[config.mk]
export PLATFORM = sky130hd
export DESIGN_NAME = branch_flag_gen
export DESIGN_NICKNAME = d
export VERILOG_FILES = /design/src/rtl/br_pkg.sv /design/src/rtl/br_fwd_mux.sv /design/src/rtl/branch_flag_gen.sv
export SDC_FILE = /design/constraint.sdc
export NUM_CORES = 1
export LEC_CHECK = 0
export CORE_MARGIN = 5
export CORE_UTILIZATION = 32
export DETAILED_ROUTE_END_ITERATION = 12
export PLACE_DENSITY = 0.86
export SYNTH_ARGS = -nofsm -noshare
export SYNTH_HDL_FRONTEND = slang
export SYNTH_HIERARCHICAL = 1
export SYNTH_SLANG_ARGS = --single-unit
[constraint.sdc]
create_clock -name clk -period 3.7 [get_ports clk]
set_clock_uncertainty 0.15 [all_clocks]
set_input_delay 0.925 -clock clk [delete_from_list [all_inputs] [get_ports clk]]
set_output_delay 0.925 -clock clk [all_outputs]
set_load 0.02 [all_outputs]
[src/rtl/br_pkg.sv]
// -----------------------------------------------------------------------------
// br_pkg
// Shared definitions for the branch flag generator:
//   - brControl[1:0] condition encodings (BR_EQZ/BR_NEZ/BR_LTZ/BR_GEZ)
//   - position of the "is branch" bit inside brControl
//   - FSM state typedef (RUN / LDWAIT)
//   - saturating increment helper for the stall counter
// Optional feature macro used by the block: BR_FWD_EN
// -----------------------------------------------------------------------------
package br_pkg;

    localparam logic [1:0] BR_EQZ = 2'b00;
    localparam logic [1:0] BR_NEZ = 2'b01;
    localparam logic [1:0] BR_LTZ = 2'b10;
    localparam logic [1:0] BR_GEZ = 2'b11;

    // brControl[2] marks the instruction as a branch
    localparam int unsigned BR_BIT = 2;

    localparam logic [7:0] STALL_CNT_MAX = 8'd255;

    typedef enum logic {
        RUN    = 1'b0,
        LDWAIT = 1'b1
    } br_state_e;

    // Increment that sticks at STALL_CNT_MAX instead of wrapping
    function automatic logic [7:0] sat_inc(input logic [7:0] v);
        logic [7:0] r;
        if (v == STALL_CNT_MAX) begin
            r = v;
        end else begin
            r = v + 8'd1;
        end
        return r;
    endfunction

endpackage

[src/rtl/br_fwd_mux.sv]
// -----------------------------------------------------------------------------
// br_fwd_mux
// Purely combinational operand selection for the branch compare, plus the
// hazard indication the top-level FSM uses to decide whether to stall.
// Macro BR_FWD_EN:
//   defined   - operand = EX (non-load) > MEM > register file;
//               hazard_o flags a load in EX writing id_rs (load-use).
//   undefined - operand = register file always;
//               hazard_o flags any enabled EX or MEM writer of id_rs.
// Ports:
//   id_rs_i                         compared register index
//   rf_data_i                       register-file read of id_rs_i
//   ex_wr_en_i/ex_is_load_i/
//   ex_wr_reg_i/ex_result_i         EX-stage writer
//   mem_wr_en_i/mem_wr_reg_i/
//   mem_result_i                    MEM-stage writer
//   operand_o                       selected operand
//   hazard_o                        operand not yet available this cycle
// -----------------------------------------------------------------------------
module br_fwd_mux
    import br_pkg::*;
#(
    parameter int DATA_W = 16
) (
    input  logic [2:0]        id_rs_i,
    input  logic [DATA_W-1:0] rf_data_i,
    input  logic              ex_wr_en_i,
    input  logic              ex_is_load_i,
    input  logic [2:0]        ex_wr_reg_i,
    input  logic [DATA_W-1:0] ex_result_i,
    input  logic              mem_wr_en_i,
    input  logic [2:0]        mem_wr_reg_i,
    input  logic [DATA_W-1:0] mem_result_i,
    output logic [DATA_W-1:0] operand_o,
    output logic              hazard_o
);

    logic ex_hit_s;
    logic mem_hit_s;

    assign ex_hit_s  = ex_wr_en_i  && (ex_wr_reg_i  == id_rs_i);
    assign mem_hit_s = mem_wr_en_i && (mem_wr_reg_i == id_rs_i);

`ifdef BR_FWD_EN
    // Forwarding priority; a load in EX has no data yet so it never forwards
    always_comb begin
        operand_o = rf_data_i;
        hazard_o  = ex_hit_s && ex_is_load_i;
        if (ex_hit_s && !ex_is_load_i) begin
            operand_o = ex_result_i;
        end else if (mem_hit_s) begin
            operand_o = mem_result_i;
        end else begin
            operand_o = rf_data_i;
        end
    end
`else
    logic unused_s;
    assign unused_s = ^{ex_is_load_i, ex_result_i, mem_result_i};

    // No forwarding: any pending writer of id_rs means the RF value is stale
    always_comb begin
        operand_o = rf_data_i;
        hazard_o  = ex_hit_s || mem_hit_s;
    end
`endif

endmodule

[src/rtl/branch_flag_gen.sv]
// -----------------------------------------------------------------------------
// branch_flag_gen
// Decode-stage branch flag generator. Picks the compared operand (with or
// without forwarding), derives ZF/SF, and registers them together with the
// branch code for the branch evaluator. A small RUN/LDWAIT FSM inserts one
// stall cycle for a load-use hazard when forwarding is enabled.
// Macro BR_FWD_EN: enables EX/MEM forwarding and the LDWAIT state; when
// undefined every hazard on id_rs stalls and the FSM stays in RUN.
// Ports:
//   clk, rst_n                  clock, async active-low reset
//   id_valid, id_brControl,
//   id_rs, rf_data              decode-stage instruction and its RF read
//   ex_* / mem_*                EX / MEM stage writers
//   flush                       squash the decode instruction (dominant)
//   stall                       combinational hold for IF/ID
//   br_valid, brControl_q,
//   ZF, SF                      registered branch outputs
//   stall_cnt                   saturating count of stall cycles
// -----------------------------------------------------------------------------
module branch_flag_gen
    import br_pkg::*;
#(
    parameter int DATA_W = 16
) (
    input  logic              clk,
    input  logic              rst_n,
    input  logic              id_valid,
    input  logic [2:0]        id_brControl,
    input  logic [2:0]        id_rs,
    input  logic [DATA_W-1:0] rf_data,
    input  logic              ex_wr_en,
    input  logic              ex_is_load,
    input  logic [2:0]        ex_wr_reg,
    input  logic [DATA_W-1:0] ex_result,
    input  logic              mem_wr_en,
    input  logic [2:0]        mem_wr_reg,
    input  logic [DATA_W-1:0] mem_result,
    input  logic              flush,
    output logic              stall,
    output logic              br_valid,
    output logic [2:0]        brControl_q,
    output logic              ZF,
    output logic              SF,
    output logic [7:0]        stall_cnt
);

    br_state_e         state_q, state_d;
    logic              br_valid_q, br_valid_d;
    logic [2:0]        brc_q, brc_d;
    logic              zf_q, zf_d;
    logic              sf_q, sf_d;
    logic [7:0]        cnt_q, cnt_d;

    logic [DATA_W-1:0] operand_s;
    logic              hazard_s;
    logic              req_s;
    logic              stall_s;
    logic              capture_s;

    br_fwd_mux #(.DATA_W(DATA_W)) u_fwd_mux (
        .id_rs_i      (id_rs),
        .rf_data_i    (rf_data),
        .ex_wr_en_i   (ex_wr_en),
        .ex_is_load_i (ex_is_load),
        .ex_wr_reg_i  (ex_wr_reg),
        .ex_result_i  (ex_result),
        .mem_wr_en_i  (mem_wr_en),
        .mem_wr_reg_i (mem_wr_reg),
        .mem_result_i (mem_result),
        .operand_o    (operand_s),
        .hazard_o     (hazard_s)
    );

    // Only branches can request a stall
    assign req_s = id_valid && id_brControl[BR_BIT] && hazard_s;

    // FSM next state and stall; flush overrides everything
    always_comb begin
        state_d = RUN;
        stall_s = 1'b0;
        case (state_q)
            RUN: begin
                stall_s = req_s;
`ifdef BR_FWD_EN
                state_d = req_s ? LDWAIT : RUN;
`else
                state_d = RUN;
`endif
            end
            LDWAIT: begin
                // Load data now sits in MEM and is forwarded from there
                stall_s = 1'b0;
                state_d = RUN;
            end
            default: begin
                stall_s = 1'b0;
                state_d = RUN;
            end
        endcase
        if (flush) begin
            stall_s = 1'b0;
            state_d = RUN;
        end else begin
            state_d = state_d;
        end
    end

    assign capture_s = id_valid && !stall_s && !flush;

    // Next values of the registered branch outputs and stall counter
    always_comb begin
        br_valid_d = 1'b0;
        brc_d      = brc_q;
        zf_d       = zf_q;
        sf_d       = sf_q;
        cnt_d      = cnt_q;
        if (capture_s) begin
            br_valid_d = id_brControl[BR_BIT];
            brc_d      = id_brControl;
            zf_d       = (operand_s == {DATA_W{1'b0}});
            sf_d       = operand_s[DATA_W-1];
        end else begin
            br_valid_d = 1'b0;
        end
        if (stall_s) begin
            cnt_d = sat_inc(cnt_q);
        end else begin
            cnt_d = cnt_q;
        end
    end

    // State and output registers with asynchronous reset
    always_ff @(posedge clk or negedge rst_n) begin
        if (!rst_n) begin
            state_q    <= RUN;
            br_valid_q <= 1'b0;
            brc_q      <= 3'b000;
            zf_q       <= 1'b0;
            sf_q       <= 1'b0;
            cnt_q      <= 8'd0;
        end else begin
            state_q    <= state_d;
            br_valid_q <= br_valid_d;
            brc_q      <= brc_d;
            zf_q       <= zf_d;
            sf_q       <= sf_d;
            cnt_q      <= cnt_d;
        end
    end

    // Stall is quiet while reset is held so every output shows reset values
    assign stall       = stall_s && rst_n;
    assign br_valid    = br_valid_q;
    assign brControl_q = brc_q;
    assign ZF          = zf_q;
    assign SF          = sf_q;
    assign stall_cnt   = cnt_q;

endmodule
## Yosys cells after proc, flatten, opt, wreduce, memory -nomap -nowiden

Index checks and enable logic that the tools add are counted.

- Register bits after elaboration: 14
- Input bits: 67
- Output and inout bits: 15

- $add $sub $neg: 1
- Equal/unequal tests: 3
- Mux-type cells: 2
- Bitwise logic cells: 1
- Reduce and logical (&&, ||, !) cells: 12

Operator list:

| operator | count |
|---|---|
| $logic_not 16->1 | 1 |
| $add 8x1->8 const B | 1 |
| $eq 8x8->1 const B | 1 |
| $logic_and 1x1->1 | 7 |
| $eq 3x3->1 | 2 |
| $logic_not 1->1 | 2 |
| $mux 1 | 2 |
| $reduce_and 2->1 | 1 |
| $logic_or 1x1->1 | 1 |
| $not 1->1 | 1 |

## Longest topological paths before layout

Gate-level depths: netlist of run 1.

- Depth after elaboration: 9
- Mapped depth: 7
- Gate-level depth less buffers: 7

## Modules after synthesis

Netlist of run 1, hierarchy kept.

By module, submodules not included:

| module | times used | cells each | area each (µm²) |
|---|---|---|---|
| branch_flag_gen | 1 | 58 | 655.6 |
| br_fwd_mux | 1 | 25 | 188.9 |

## Least setup slack after synthesis of run 1

OpenSTA, ideal clock, no wires.

- Path kind: input -> output
- From: input ex_wr_reg[0]
- To: output stall
- Arrival time: 1.702 ns
- Path slack: 0.923 ns
- Stages on the path: 5
- Path buffers: 0
- Cells stage by stage: xnor2_1 -> nand4_1 -> nand2_1 -> and4b_2 -> and2_2

- Longest elaborated chain between the ends: 6

RTL lines:

| item | RTL line | RTL |
|---|---|---|
| start, declared | branch_flag_gen.sv:33 | `input logic [2:0] ex_wr_reg,` |
| $eq 3x3->1 | br_fwd_mux.sv:41 | `assign ex_hit_s = ex_wr_en_i && (ex_wr_reg_i == id_rs_i);` |
| $logic_and 1x1->1 | br_fwd_mux.sv:41 |  |
| $logic_or 1x1->1 | br_fwd_mux.sv:64 | `hazard_o = ex_hit_s \|\| mem_hit_s;` |
| via hazard_s | branch_flag_gen.sv:55 | `logic hazard_s;` |
| $logic_and 1x1->1 | branch_flag_gen.sv:75 | `assign req_s = id_valid && id_brControl[BR_BIT] && hazard_s;` |
| $mux 1 | branch_flag_gen.sv:100 | `if (flush) begin` |
| $logic_and 1x1->1 | branch_flag_gen.sv:152 | `assign stall = stall_s && rst_n;` |
| end, declared | branch_flag_gen.sv:39 | `output logic stall,` |

The timed path passes the listed nets, and every way through them passes these cells.

## Worst setup path after layout of run 1

- From: input id_rs[0]
- To: output stall

- Longest elaborated chain between the ends: 6
- Elaborated cells between the ends (all ways): 8

RTL lines:

| item | RTL line | RTL |
|---|---|---|
| start, declared | branch_flag_gen.sv:29 | `input logic [2:0] id_rs,` |
| $eq 3x3->1, on equally long branches | br_fwd_mux.sv:41, br_fwd_mux.sv:42 |  |
| $logic_and 1x1->1, on equally long branches | br_fwd_mux.sv:41, br_fwd_mux.sv:42 |  |
| $logic_or 1x1->1 * | br_fwd_mux.sv:64 |  |
| via hazard_s | branch_flag_gen.sv:55 |  |
| $logic_and 1x1->1 * | branch_flag_gen.sv:75 |  |
| $mux 1 * | branch_flag_gen.sv:100 |  |
| $logic_and 1x1->1 * | branch_flag_gen.sv:152 |  |

The timed path passes the listed nets; every way through them passes the cells marked *.

==> run_results.csv, run 1 <==
group,metric,value,unit
status,status,"completed",
synth,netlist-cell-type-count,26,
power_and_ir_drop,p_sw,0.000120,W
clocking,insertion_delay,0.27,ns
route,wl_per_cell,12.5,um
clocking,cts_sinks,14,
timing,worst_pin_slew,0.300,ns
critical_path,worst-path-max-fanout,2,
placement,gp_congestion,0.698,
critical_path,reg2reg_slack,1.83,ns
die,initial_core_util,33.8,%
critical_path,cp-startpoint,"id_rs[0]",
die,core_area,0.00250,sq mm
critical_path,cp-start-kind,"input pin",
power_and_ir_drop,p_int,0.000317,W
placement,dp.cells,147,
critical_path,worstSetupPathType,"input pin to output port",
global_routing,grt_pass1_vias,786,
placement,io_buffers,48,
timing,period_needed,3.55,ns
route,vias,717,
global_routing,grt_max_degree,15,
run,cap_violations,0,
synth,syn-instance-count,83,
synth,synth_seq_cells,14,
synth,avgSynthCellArea,10.2,sq um
timing,rsz0062_at_grt,"false",
power_and_ir_drop,power.share.clock,24.4,%
route,postRouteAntennaNets,0,
synth,yosys_warnings,6,
global_routing,overflow,0,
finish,drive_gt1_share,14.0,%
worst_hold_path,hold_path_class,"flop to flop",
synth,synth_common_cells,"buf_4, dfrtp_1, nand2_1, xnor2_1, mux2_2",
power_and_ir_drop,power.total,0.000437,W
placement,hpwl,1690,um
timing,slew_viol_final,0,
clocking,h-tree-depth,1,
synth,syn_area,845,sq um
global_routing,grt_use_total,11.0,%
critical_path,critical-path-max-stage-delay,0.52,ns
synth,async_flop_share,100,%
finish,finalNonFillerCells,151,
route,drcViolationCount,0,
synth,synth_fp_nets,151,
synth,ys_seq_area_share,41.5,%
synth,ys_top_cells_by_area,"dfrtp_1, buf_4, mux2_2, xnor2_1, nand2_1",
clocking,clk_root_buffer_cell,"clkbuf_4",
power_and_ir_drop,p_leak,0.538,nW
critical_path,endpoint_kind,"output port",
clocking,cts_buffers,3,
critical_path,rr_startpoint,"stall_cnt[0]",
critical_path,critPathSlowestCell,"clkdlybuf4s50_1",
synth,synth_largest_area_cell,"dfrtp_1",
timing,finalSetupViolations,0,
power_and_ir_drop,p_seq_share,43.0,%
global_routing,antenna_found_initial,0,
timing,hold_viol_final,0,
route,first_pass_iters,4,
power_and_ir_drop,comb_power_share,32.6,%
critical_path,critPathRequiredTime,2.62,ns
worst_hold_path,min_from,"brControl_q[2]",
synth,synth-main-ff-cell,"dfrtp_1",
critical_path,critPathArrivalTime,2.48,ns
clocking,hold_buffers,0,
die,die_h,61.4,um
finish,num_antenna_cells,0,
critical_path,cp_cell_sequence,"clkdlybuf4s50_1 -> xnor2_1 -> nand4_1 -> nand2_1 -> and4b_2 -> and2_2 -> dlygate4sd2_1",
timing,period_share,95.9,%
finish,synthToLayoutAreaGrowth,53.0,%
route,routed_wl,1890,um
die,rows,18,
timing,timing.fmax,282,MHz
synth,synth_enable_flop_cells,0,
power_and_ir_drop,powerDensity,338,mW/mm^2
power_and_ir_drop,swShare,27.4,%
die,fp.dieArea,0.00377,sq mm
synth,synth_top_area_share,41.5,%
timing,slew-limit-headroom,79.9,%
route,via_per_inst,4.75,
synth,post-synth-top-count-cell,"buf_4",
clocking,clockBufferDepth,2,
die,die_w,61.4,um
route,drtIter0Drc,8,
die,pin_count,82,
clocking,cts_tree,"done",
global_routing,grt_pass1_wl,3120,um
power_and_ir_drop,peakVddDrop,0.204,mV
finish,nets,190,
clocking,clkTransAtPathRegs,0.08,ns
## metrics by stage
step	TNS (ns)	worst slack (ns)	area (sq um)	hold slack [ns]	util, %
after detailed placement	-0.133	-0.133	1260	0.328	50.3
after floorplan	0	0.923	845	0.437	-
final	0	0.150	1290	0.345	51.7
after global placement	-0.109	-0.109	1260	0.312	50.3
after CTS	0	0.128	1290	0.347	51.7
after global routing	0	0.0302	1290	0.384	51.7
## layout make-up
type | count | area [sq um]
clock buffer | 4 | 36.3
tap | 30 | 37.5
inverter | 1 | 3.75
fill | 222 | 1210
timing repair buffer | 50 | 494
sequential | 14 | 350
multi-input combinational | 52 | 370
## repair_timing
action                                  in CTS  in global routing
resized for setup                            1                  0
endpoints found under the setup margin       1                  0
hold endpoints to repair                     0                  0
buffers inserted                             0                  0
## sequential cells by signal, indices dropped and copies added (netlist names)
signal / cells
stall_cnt: 8
brControl_q: 3
SF: 1
ZF: 1
br_valid: 1
## kinds of logic (layout without fill, tap and decap cells)
kind of cell,Yosys count,count (layout),share of synthesized area [%]
mux,6,6,8.00
fa+ha+maj,1,1,1.48
flops,14,14,41.5
buf+inv,17,55,14.7
compound gates,9,9,6.82
xor+xnor,7,7,7.26
simple gates,29,29,20.3
## routing by layer
metal  GRT usage, %  wire length (um)
met3           3.77               116
met2           21.5              1110
met4           1.82                 0
met1           11.5               670
met5              0                 0
## worst paths after layout
kind,cells after the start,end
setup reg to reg,5,stall_cnt[1]
setup / recovery,7,stall
hold / removal,1,brControl_q[2]
hold reg to reg,1,brControl_q[2]
max in group asynchronous,2,brControl_q[0]
min in group asynchronous,2,stall_cnt[0]
## critical path: cells and delay by family
family                    cells  cell delay [ns]
buffers and inverters         2             0.85
and+or+nand+nor               4             0.57
xor gates and xnor gates      1             0.14
## cell usage in the layout (no fill, tap or decap)
master,synthesis,routed
clkdlybuf4s50_1,0,47
dfrtp_1,14,14
nand2_1,7,7
xnor2_1,7,7
mux2_2,6,6
a21oi_1,4,4
nand4_1,4,4
nor4_1,4,4
clkbuf_4,0,3
nor2_1,2,2
and3_2,2,2
nand3_1,2,2
buf_4,16,2
and4b_2,1,1
and2_2,1,1
inv_1,1,1
nand3b_1,1,1
and2_1,1,1
a31oi_1,1,1
and4_4,1,1
or3_1,1,1
o21a_1,1,1
o2111a_1,1,1
a21o_1,1,1
o21ai_0,1,1
nand2b_1,1,1
and3_1,1,1
ha_1,1,1
clkbuf_8,0,1
dlygate4sd2_1,0,1
## power by group through the flow
| stage | registers (W) | logic, W | clock network [W] |
|---|---|---|---|
| after detailed placement | 0.000191 | 0.000145 | 0 |
| final | 0.000188 | 0.000142 | 0.000107 |
| after global placement | 0.000189 | 0.000140 | 0 |
| after global routing | 0.000192 | 0.000152 | 0.000120 |
| after floorplan | 0.000213 | 0.0000452 | 0 |
| after CTS | 0.000188 | 0.000145 | 0.000113 |
(Power assumes the default switching activity.)
==> run 2, diff against run 1 <==
==> constraint.sdc (replaced) <==
create_clock -name clk -period 3.7 [get_ports clk]
set_clock_uncertainty 0.15 [all_clocks]
set_input_delay 0.925 -clock clk [delete_from_list [all_inputs] [get_ports clk]]
set_output_delay 0.925 -clock clk [all_outputs]
set_load 0.1 [all_outputs]
==> run 2 against run 1 <==
Utilization is 1.3 points lower. Critical path type unchanged. Register-to-register slack about the same. Final area down 2.4%. Routed wire length up 1.0%. Sequential power hardly changed. Global-route usage is 0.062 points lower. Non-clock buffer count fell by 1. Total power is 26% higher. Combinational power is 77% higher. Count of clock-buffer cells in the layout unchanged.
==> run_results.csv, run 2 (same netlist as run 1, synthesis figures left out) <==
group,metric,value,unit
timing,hold_viol_final,0,
clocking,cts-resized-gates,0,
power_and_ir_drop,swShare,43.8,%
timing,slew-limit-headroom,80.4,%
timing,rsz0062_at_grt,"false",
clocking,cts_buffers,3,
route,via_per_inst,4.90,
worst_hold_path,hold_depth,1,
route,postRouteAntennaNets,0,
timing,fin_ws,0.191,ns
clocking,h-tree-depth,1,
finish,largest_reg_flops,8,
clocking,insertion_delay,0.28,ns
placement,io_buffers,48,
placement,dp.cells,146,
critical_path,endpoint_kind,"output port",
worst_hold_path,hold_path_class,"flop to flop",
timing,timing.fmax,285,MHz
die,core_area,0.00250,sq mm
critical_path,critPathRequiredTime,2.62,ns
route,drcViolationCount,0,
clocking,hold_buffers,0,
finish,final_common_cell,"clkdlybuf4s50_1",
timing,period_share,94.9,%
finish,seqCellArea,350,sq um
run,cap_violations,0,
placement,place_ws,0.179,ns
power_and_ir_drop,comb_power_share,45.8,%
global_routing,antenna_found_initial,0,
route,first_pass_iters,4,
clocking,cts_sinks,14,
route,wl_per_cell,12.7,um
finish,fill_cells,234,
route,vias,735,
die,pin_count,82,
die,die_w,61.4,um
critical_path,worst-path-max-fanout,6,
placement,gp_congestion,0.728,
global_routing,overflow,0,
global_routing,grt_pass1_wl,3070,um
critical_path,reg2reg_slack,1.83,ns
power_and_ir_drop,peakVddDrop,0.351,mV
power_and_ir_drop,power.share.clock,20.1,%
clocking,clk_root_buffer_cell,"clkbuf_4",
power_and_ir_drop,p_leak,0.556,nW
clocking,clockBufferDepth,2,
finish,final_cell_mix,"clkdlybuf4s50_1, buf_4, dfrtp_1, nand2_1, xnor2_1",
die,die_h,61.4,um
die,rows,18,
die,initial_core_util,33.8,%
route,routed_wl,1910,um
clocking,clkTransAtPathRegs,0.08,ns
power_and_ir_drop,powerDensity,436,mW/mm^2
finish,drive_gt1_share,25.8,%
finish,multi_input_area,370,sq um
finish,nets,189,
finish,final_util,50.5,%
global_routing,grt_pass1_vias,765,
power_and_ir_drop,p_seq_share,34.1,%
critical_path,r2r_cells,5,
finish,synthToLayoutAreaGrowth,49.3,%
finish,num_antenna_cells,0,
global_routing,grt_use_total,11.0,%
timing,worst_hold_slack,0.339,ns
finish,finalNonFillerCells,150,
placement,hpwl,1680,um
timing,finalSetupViolations,0,
die,fp.dieArea,0.00377,sq mm
clocking,post-cts-setup-buffers,0,
timing,worst_pin_slew,0.294,ns
timing,tns,0,ns
power_and_ir_drop,p_sw,0.000241,W
power_and_ir_drop,p_int,0.000309,W
timing,slew_viol_final,0,
route,drtIter0Drc,25,
clocking,cts_tree,"done",
global_routing,grt_max_degree,15,
timing,period_needed,3.51,ns
status,status,"completed",
critical_path,cp-start-kind,"input pin",
critical_path,worstSetupPathType,"input pin to output port",
critical_path,critPathArrivalTime,2.43,ns
-- run 2: per-layer routing --
layer  GRT usage (%)  share of wire (%)  up-vias
li1                -                  -      358
met1            11.3                 33      355
met2            20.7                 59       22
met3            3.56                7.8        0
met4            3.64                  0        0
met5               0                  0        -
-- run 2: worst paths after layout --
check | to | startpoint
max in group asynchronous | ZF | rst_n
max | stall | id_rs[0]
min | brControl_q[2] | brControl_q[2]
min reg2reg | brControl_q[2] | brControl_q[2]
max reg2reg | stall_cnt[1] | stall_cnt[0]
min in group asynchronous | stall_cnt[3] | rst_n
-- run 2: area by class of cell --
| cell class | count | area share (%) |
|---|---|---|
| well taps | 30 | 2.98 |
| flip-flops and latches | 14 | 27.8 |
| multi-input cells | 52 | 29.4 |
| repair buffers | 49 | 36.7 |
| inverters | 1 | 0.298 |
| clock buffers | 4 | 2.88 |
-- run 2: power groups by stage --
stage / Combinational (W) / Clock [W] / Sequential, W
finish: 0.000252 / 0.000111 / 0.000187
global route: 0.000265 / 0.000122 / 0.000191
CTS: 0.000255 / 0.000114 / 0.000188
detailed placement: 0.000254 / 0 / 0.000191
global placement: 0.000250 / 0 / 0.000190
floorplan: 0.0000461 / 0 / 0.000328
-- run 2: critical path: stages --
cell and delay, ns:
clkdlybuf4s50_1 0.52, xnor2_1 0.13, nand4_1 0.10, nand2_1 0.09, and4b_2 0.30, and2_2 0.19, buf_12 0.17
-- run 2: stage by stage --
| step | cell area, sq um | power, W |
|---|---|---|
| 2_1_floorplan | 845 | 0.000374 |
| 3_3_place_gp | 1220 | 0.000441 |
| 3_5_place_dp | 1220 | 0.000446 |
| 4_1_cts | 1260 | 0.000557 |
| 5_1_grt | 1260 | 0.000579 |
| 6_report | 1260 | 0.000550 |
